==> src/rtl/eth_udp_rcv.sv <==
// ---------------------------------------------------------------------------
// eth_udp_rcv
//   GMII-side UDP/IPv4 receiver. Locks onto preamble/SFD, checks the Ethernet,
//   IPv4 and UDP headers on the fly against the station address/port, streams
//   the UDP payload one byte per cycle, and reports the frame outcome with a
//   single Rx_Done / Rx_Err pulse one cycle after GMII_RXDV falls.
//
// Ports
//   Clk, Rst          : GMII RX clock (125 MHz), async active-high reset
//   GMII_RXDV/RXD/RXER: GMII receive interface
//   local_mac/ip/port : station MAC, IP and accepted UDP destination port
//   data_valid/out    : registered payload byte strobe and byte
//   data_sof/eof      : first / last payload byte markers
//   data_length       : UDP payload length (UDP length - 8)
//   src_ip/src_port   : sender IP and UDP source port of the current frame
//   Rx_Done/Rx_Err    : one-cycle frame outcome pulses for accepted frames
// ---------------------------------------------------------------------------
module eth_udp_rcv #(
  parameter bit CHECK_CRC    = 1'b1,
  parameter bit ACCEPT_BCAST = 1'b1
) (
  input  logic        Clk,
  input  logic        Rst,
  input  logic        GMII_RXDV,
  input  logic [7:0]  GMII_RXD,
  input  logic        GMII_RXER,
  input  logic [47:0] local_mac,
  input  logic [31:0] local_ip,
  input  logic [15:0] local_port,
  output logic        data_valid,
  output logic [7:0]  data_out,
  output logic        data_sof,
  output logic        data_eof,
  output logic [15:0] data_length,
  output logic [31:0] src_ip,
  output logic [15:0] src_port,
  output logic        Rx_Done,
  output logic        Rx_Err
);

  typedef enum logic [2:0] {
    S_IDLE, S_PREAMBLE, S_ETH_HDR, S_IP_HDR,
    S_UDP_HDR, S_PAYLOAD, S_TRAIL, S_DROP
  } state_t;

  state_t      state, next_state;
  logic [4:0]  byte_cnt;
  logic [2:0]  pre_cnt;
  logic [15:0] udp_len;
  logic [15:0] pay_len;
  logic [15:0] pay_cnt;
  logic [31:0] crc;
  logic [31:0] ip_src_tmp;
  logic [15:0] port_src_tmp;
  logic        uni_ok, bc_ok;
  logic        need_idle;
  logic        err_flag;
  logic        pay_done;

  logic        hdr_ok;
  logic        mac_uni_hit, mac_bc_hit;
  logic        crc_ok, frame_end, frame_good, pay_last;

  // One byte of the reflected CRC-32 (poly 04C11DB7, LSB first).
  function automatic logic [31:0] crc32_byte(input logic [31:0] c, input logic [7:0] d);
    logic [31:0] r;
    r = c;
    for (int i = 0; i < 8; i++)
      r = (r[0] ^ d[i]) ? ((r >> 1) ^ 32'hEDB88320) : (r >> 1);
    return r;
  endfunction

  // The residue constant is quoted MSB-first, the register is LSB-first.
  function automatic logic [31:0] bit_rev32(input logic [31:0] v);
    logic [31:0] r;
    for (int i = 0; i < 32; i++) r[i] = v[31-i];
    return r;
  endfunction

  function automatic logic [7:0] mac_byte(input logic [47:0] m, input logic [2:0] i);
    case (i)
      3'd0:    return m[47:40];
      3'd1:    return m[39:32];
      3'd2:    return m[31:24];
      3'd3:    return m[23:16];
      3'd4:    return m[15:8];
      default: return m[7:0];
    endcase
  endfunction

  function automatic logic [7:0] ip_byte(input logic [31:0] a, input logic [1:0] i);
    case (i)
      2'd0:    return a[31:24];
      2'd1:    return a[23:16];
      2'd2:    return a[15:8];
      default: return a[7:0];
    endcase
  endfunction

  // Per-byte header check for the byte currently on GMII_RXD. The MAC match
  // is tracked separately for unicast and broadcast so that a mix of the two
  // across bytes is rejected.
  always_comb begin
    mac_uni_hit = (GMII_RXD == mac_byte(local_mac, byte_cnt[2:0]));
    mac_bc_hit  = ACCEPT_BCAST && (GMII_RXD == 8'hFF);
    hdr_ok      = 1'b1;
    case (state)
      S_ETH_HDR: begin
        if (byte_cnt < 5'd6)       hdr_ok = (uni_ok && mac_uni_hit) || (bc_ok && mac_bc_hit);
        else if (byte_cnt == 5'd12) hdr_ok = (GMII_RXD == 8'h08);
        else if (byte_cnt == 5'd13) hdr_ok = (GMII_RXD == 8'h00);
      end
      S_IP_HDR: begin
        if (byte_cnt == 5'd0)       hdr_ok = (GMII_RXD == 8'h45);
        else if (byte_cnt == 5'd9)  hdr_ok = (GMII_RXD == 8'h11);
        else if (byte_cnt >= 5'd16) hdr_ok = (GMII_RXD == ip_byte(local_ip, byte_cnt[1:0]));
      end
      S_UDP_HDR: begin
        if (byte_cnt == 5'd2)      hdr_ok = (GMII_RXD == local_port[15:8]);
        else if (byte_cnt == 5'd3) hdr_ok = (GMII_RXD == local_port[7:0]);
        else if (byte_cnt == 5'd5) hdr_ok = ({udp_len[15:8], GMII_RXD} >= 16'd8);
      end
      default: hdr_ok = 1'b1;
    endcase
  end

  // Frame outcome: evaluated on the first RXDV-low cycle after the UDP header
  // has started, when the CRC register already holds every received byte.
  always_comb begin
    crc_ok     = (bit_rev32(crc) == 32'hC704DD7B);
    frame_end  = !GMII_RXDV && (state inside {S_UDP_HDR, S_PAYLOAD, S_TRAIL});
    frame_good = (crc_ok || (CHECK_CRC == 1'b0)) && !err_flag && pay_done;
    pay_last   = (pay_cnt == (pay_len - 16'd1));
  end

  // Next-state logic. After a reset that lands mid-frame, need_idle keeps
  // the receiver in DROP until the line has been seen idle once.
  always_comb begin
    next_state = state;
    case (state)
      S_IDLE:
        if (GMII_RXDV) begin
          if (!need_idle && GMII_RXD == 8'h55) next_state = S_PREAMBLE;
          else                                 next_state = S_DROP;
        end
      S_PREAMBLE:
        if (!GMII_RXDV)                             next_state = S_IDLE;
        else if (GMII_RXD == 8'hD5)                 next_state = S_ETH_HDR;
        else if (GMII_RXD != 8'h55 || pre_cnt == 3'd7) next_state = S_DROP;
      S_ETH_HDR:
        if (!GMII_RXDV)             next_state = S_IDLE;
        else if (!hdr_ok)           next_state = S_DROP;
        else if (byte_cnt == 5'd13) next_state = S_IP_HDR;
      S_IP_HDR:
        if (!GMII_RXDV)             next_state = S_IDLE;
        else if (!hdr_ok)           next_state = S_DROP;
        else if (byte_cnt == 5'd19) next_state = S_UDP_HDR;
      S_UDP_HDR:
        if (!GMII_RXDV)             next_state = S_IDLE;
        else if (!hdr_ok)           next_state = S_DROP;
        else if (byte_cnt == 5'd7)  next_state = (udp_len == 16'd8) ? S_TRAIL : S_PAYLOAD;
      S_PAYLOAD:
        if (!GMII_RXDV)             next_state = S_IDLE;
        else if (pay_last)          next_state = S_TRAIL;
      S_TRAIL:
        if (!GMII_RXDV)             next_state = S_IDLE;
      S_DROP:
        if (!GMII_RXDV)             next_state = S_IDLE;
      default:                      next_state = S_IDLE;
    endcase
  end

  // State register.
  always_ff @(posedge Clk or posedge Rst) begin
    if (Rst) state <= S_IDLE;
    else     state <= next_state;
  end

  // Datapath: header capture, CRC, payload output and outcome pulses.
  always_ff @(posedge Clk or posedge Rst) begin
    if (Rst) begin
      byte_cnt     <= '0;
      pre_cnt      <= '0;
      udp_len      <= '0;
      pay_len      <= '0;
      pay_cnt      <= '0;
      crc          <= 32'hFFFF_FFFF;
      ip_src_tmp   <= '0;
      port_src_tmp <= '0;
      uni_ok       <= 1'b0;
      bc_ok        <= 1'b0;
      need_idle    <= 1'b1;
      err_flag     <= 1'b0;
      pay_done     <= 1'b0;
      data_valid   <= 1'b0;
      data_out     <= '0;
      data_sof     <= 1'b0;
      data_eof     <= 1'b0;
      data_length  <= '0;
      src_ip       <= '0;
      src_port     <= '0;
      Rx_Done      <= 1'b0;
      Rx_Err       <= 1'b0;
    end else begin
      data_valid <= 1'b0;
      data_sof   <= 1'b0;
      data_eof   <= 1'b0;
      Rx_Done    <= 1'b0;
      Rx_Err     <= 1'b0;
      byte_cnt   <= (next_state != state) ? 5'd0 : byte_cnt + 5'd1;

      if (!GMII_RXDV) need_idle <= 1'b0;

      if (frame_end) begin
        Rx_Done <= frame_good;
        Rx_Err  <= !frame_good;
      end

      case (state)
        S_IDLE: begin
          crc     <= 32'hFFFF_FFFF;
          pre_cnt <= 3'd1;
        end
        S_PREAMBLE: begin
          crc      <= 32'hFFFF_FFFF;
          pre_cnt  <= pre_cnt + 3'd1;
          uni_ok   <= 1'b1;
          bc_ok    <= 1'b1;
          err_flag <= 1'b0;
          pay_done <= 1'b0;
        end
        S_DROP: crc <= 32'hFFFF_FFFF;
        default: ;
      endcase

      if ((state inside {S_ETH_HDR, S_IP_HDR, S_UDP_HDR, S_PAYLOAD, S_TRAIL}) && GMII_RXDV) begin
        crc <= crc32_byte(crc, GMII_RXD);
        if (GMII_RXER) err_flag <= 1'b1;
      end

      if (state == S_ETH_HDR && byte_cnt < 5'd6) begin
        uni_ok <= uni_ok && mac_uni_hit;
        bc_ok  <= bc_ok && mac_bc_hit;
      end

      if (state == S_IP_HDR && GMII_RXDV) begin
        case (byte_cnt)
          5'd12:   ip_src_tmp[31:24] <= GMII_RXD;
          5'd13:   ip_src_tmp[23:16] <= GMII_RXD;
          5'd14:   ip_src_tmp[15:8]  <= GMII_RXD;
          5'd15:   ip_src_tmp[7:0]   <= GMII_RXD;
          default: ;
        endcase
      end

      // Zero-length payload publishes its frame info at the end of the
      // UDP header since there is no first payload byte to carry it.
      if (state == S_UDP_HDR && GMII_RXDV) begin
        case (byte_cnt)
          5'd0: port_src_tmp[15:8] <= GMII_RXD;
          5'd1: port_src_tmp[7:0]  <= GMII_RXD;
          5'd4: udp_len[15:8]      <= GMII_RXD;
          5'd5: udp_len[7:0]       <= GMII_RXD;
          5'd7: begin
            pay_len <= udp_len - 16'd8;
            pay_cnt <= '0;
            if (udp_len == 16'd8) begin
              pay_done    <= 1'b1;
              data_length <= '0;
              src_ip      <= ip_src_tmp;
              src_port    <= port_src_tmp;
            end
          end
          default: ;
        endcase
      end

      if (state == S_PAYLOAD && GMII_RXDV) begin
        data_valid <= 1'b1;
        data_out   <= GMII_RXD;
        data_sof   <= (pay_cnt == 16'd0);
        data_eof   <= pay_last;
        pay_cnt    <= pay_cnt + 16'd1;
        if (pay_cnt == 16'd0) begin
          data_length <= pay_len;
          src_ip      <= ip_src_tmp;
          src_port    <= port_src_tmp;
        end
        if (pay_last) pay_done <= 1'b1;
      end
    end
  end

endmodule

==> config.mk <==
export PLATFORM = sky130hd
export DESIGN_NAME = eth_udp_rcv
export DESIGN_NICKNAME = d
export VERILOG_FILES = /design/src/rtl/eth_udp_rcv.sv
export SDC_FILE = /design/constraint.sdc
export NUM_CORES = 1
export LEC_CHECK = 0
export ABC_AREA = 1
export BUFFER_PORTS_ARGS = -buffer_cell sky130_fd_sc_hd__buf_2
export CORE_MARGIN = 5
export CORE_UTILIZATION = 30
export DETAILED_ROUTE_END_ITERATION = 10
export SLEW_MARGIN = 10
export SYNTH_ARGS = -nofsm -noshare
export SYNTH_HDL_FRONTEND = slang
export SYNTH_SLANG_ARGS = --single-unit
==> constraint.sdc <==
create_clock -name Clk -period 10 [get_ports Clk]
set_clock_uncertainty 0.15 [all_clocks]
set_input_delay 3 -clock Clk [delete_from_list [all_inputs] [get_ports Clk]]
set_output_delay 3 -clock Clk [all_outputs]
set_load 0.02 [all_outputs]
==> results.py <==
metrics = {
    "worst_setup_path": {
        "crit_arrival_ps": 5550,
        "path_max_fanout": 12,
        "crit_chain": "buf_2 > inv_1 > nand2_1 > nor3_1 > nand3_1 > or2_2 > nor2_1 > nor2_1 > a311oi_1 > nand2_1 > nor2_2 > a21oi_1 > nor2_1 > nand2_2 > nor2_1",
        "crit_slowest_cell": "inv_1",
        "startpoint_type": "input pin",
        "cp-end-kind": "flop",
        "criticalPathCategory": "input pin to flop",
        "slowest_delay_ps": 370,
        "crit_required_ps": 10320,
        "cpMostUsedCell": "nor2_1",
    },
    "floorplan": {
        "die_w_um": 211,
        "io_pins": 185,
        "start_util_pct": 30.4,
        "dieArea_um2": 44600,
        "die_h_um": 211,
        "rows": 73,
        "core_area_um2": 39900,
    },
    "global_routing": {
        "grt_pass1_wl_um": 59000,
        "grt_antenna_before_repair": 0,
        "grt_max_degree": 142,
        "grt_pass1_vias": 10400,
        "grt_usage_pct": 16.5,
        "grt-ovfl-total": 0,
    },
    "placed_design": {
        "dp_cells": 2138,
        "hpwl_um": 28200,
        "gp_congestion": 0.913,
        "portBuffers": 184,
    },
    "final_layout": {
        "diodes": 0,
        "fin_util_pct": 35.9,
        "drive_gt1_share_pct": 21.2,
        "fin_nets": 1764,
        "finalNonFillerCells": 2183,
        "area_growth_pct": 18.0,
        "fillers": 4151,
    },
    "logic_synthesis": {
        "yosysMostFrequentCell": "nand2_1",
        "synthDistinctLibCells": 48,
        "synth_ff_type": "dfrtp_1",
        "ys_ff_latch": 221,
        "yosys_warnings": 0,
        "async_flop_share_pct": 100,
        "synth-seq-area-share_pct": 45.9,
        "syn_avg_cell_area_um2": 8.21,
        "synth_top_area_cell": "dfrtp_1",
        "synthTopCellsByArea": "dfrtp_1 39%, nand2_1 11%, dfstp_2 7.1%",
        "synth_top_cell_area_share_pct": 38.8,
        "synth-edff-count": 0,
        "synth_nets": 1602,
        "syn_area_um2": 12100,
        "syn_inst": 1478,
        "synth_common_cells": "340 x nand2_1, 188 x dfrtp_1, 157 x inv_1",
    },
    "clocking": {
        "worstSkewPairLatency_ps": 540,
        "cts_max_path_buffers": 3,
        "hold_buffers": 0,
        "cts_tree": "yes",
        "h-tree-depth": 1,
        "clock-sinks": 221,
        "post_cts_resized": 0,
        "path_clk_slew_ps": 70,
        "clockRootBuffer": "clkbuf_16",
        "cts_made_buffers": 25,
        "post_cts_buffers": 0,
    },
    "power_and_ir_drop": {
        "peakVddDrop_v": 0.000156,
        "power.leakage_nw": 7.10,
        "powerDensity_nw_per_um2": 259,
    },
    "detailed_routing": {
        "antenna_left": 0,
        "routedWlPerCell_um": 17.3,
        "drt_iter0_drc": 885,
        "wirelength_um": 37800,
        "routed_via_density": 4.85,
        "dr.pass1.iters": 5,
        "num_vias": 10600,
        "route.detailed.drc": 0,
    },
    "worst_hold_path": {
        "worst_hold_path_type": "flop to flop",
    },
    "sta": {
        "slew_headroom_pct": 25.1,
        "finalHoldViolCount": 0,
        "worstMarginPinSlew_ps": 1120,
        "finalCriticalPeriod_ps": 5230,
        "slew_violations": 0,
        "timing.fmax_ghz": 0.191,
        "finalCritPeriodShare_pct": 52.3,
        "finalSetupTns_ps": 0,
        "setup_viol": 0,
        "rsz0062_at_grt": "false",
    },
    "flow_run": {
        "max-cap-violations": 0,
    },
    "run_status": {
        "outcome": "completed",
    },
}
## power breakdown
part	internal [mW]	switching, mW	total [mW]
sequential	1.12	0.141	1.26
combinational	0.523	0.984	1.51
clock	0.559	0.385	0.944
## per-layer routing
layer	global-route usage [%]	up-vias	share of wire (%)
li1	-	5113	-
met1	23.5	5068	46
met2	26.2	361	46
met3	3.42	45	7.0
met4	3.35	0	1.9
met5	0	-	0
## metrics by stage
stage	power [mW]	hold WS (ps)	worst slack (ps)	instance area, um^2
floorplan	2.34	274	855	12100
global placement	2.76	290	4300	13500
detailed placement	2.77	302	4280	13500
CTS	3.73	313	4860	14300
global route	3.96	341	4560	14300
finish	3.71	307	4770	14300
## state kept, by name, indices dropped and copies added (netlist names)
| register | cells |
|---|---|
| crc | 32 |
| ip_src_tmp | 32 |
| src_ip | 32 |
| data_length | 16 |
| pay_cnt | 16 |
| pay_len | 16 |
| port_src_tmp | 16 |
| src_port | 16 |
| udp_len | 16 |
| data_out | 8 |
| byte_cnt | 5 |
| pre_cnt | 3 |
| state | 3 |
| Rx_Done | 1 |
| Rx_Err | 1 |
| bc_ok | 1 |
| data_eof | 1 |
| data_sof | 1 |
| data_valid | 1 |
| err_flag | 1 |
| need_idle | 1 |
| pay_done | 1 |
| uni_ok | 1 |
## final timing paths
path | startpoint | depth (start not counted) | end | slack, ps
max in group asynchronous | Rst | 3 | byte_cnt[3] | 5550
setup reg to reg | byte_cnt[0] | 24 | byte_cnt[1] | 5840
setup / recovery | GMII_RXD[1] | 15 | byte_cnt[1] | 4770
min in group asynchronous | Rst | 2 | src_ip[5] | 2520
hold reg to reg | need_idle | 2 | need_idle | 310
hold / removal | need_idle | 2 | need_idle | 310
## layout make-up
cell class | count | area [um^2] | area share (%)
Sequential cell | 221 | 5570 | 38.9
Inverter | 163 | 619 | 4.33
Timing Repair Buffer | 191 | 973 | 6.80
Clock buffer | 35 | 723 | 5.05
Multi-Input combinational cell | 1038 | 5650 | 39.5
Clock inverter | 10 | 121 | 0.848
Tap cell | 525 | 657 | 4.59
## critical path: cells and delay by family
family / cells / cell delay, ps
buffers and inverters: 2 / 580
and+or+nand+nor: 11 / 1670
AOI/OAI and AO/OA: 2 / 280
## logic make-up (layout without fill, tap and decap cells)
logic type / Yosys count / after routing / share of synthesized area [%]
mux: 49 / 49 / 4.54
flops: 221 / 221 / 45.9
buf+inv: 219 / 399 / 7.55
compound gates: 207 / 207 / 9.23
xor+xnor: 101 / 101 / 7.53
simple gates: 665 / 665 / 23.6
fa+ha+maj: 16 / 16 / 1.65
## cell usage in the layout, fill, tap and decap left out, types with 3 or more instances in the layout
master	count
o21ai_0	125
nand3b_1	6
xor2_1	57
nand4_1	31
buf_4	7
a21oi_1	40
o21bai_1	3
clkinv_2	5
nor2_2	7
dfstp_2	33
mux2_2	48
buf_2	184
inv_1	156
nor4_1	6
nor3_1	12
a221oi_1	3
clkbuf_8	6
inv_2	4
nand2_2	4
o22ai_1	17
nand3_1	102
clkbuf_16	25
dfrtp_1	188
nor2_1	138
clkbuf_1	4
nand2_1	339
a31oi_1	3
or2_2	12
xnor2_1	41
ha_1	16
o21a_1	3
nor3_2	3
No activity file was read; power rests on OpenSTA's default activity.
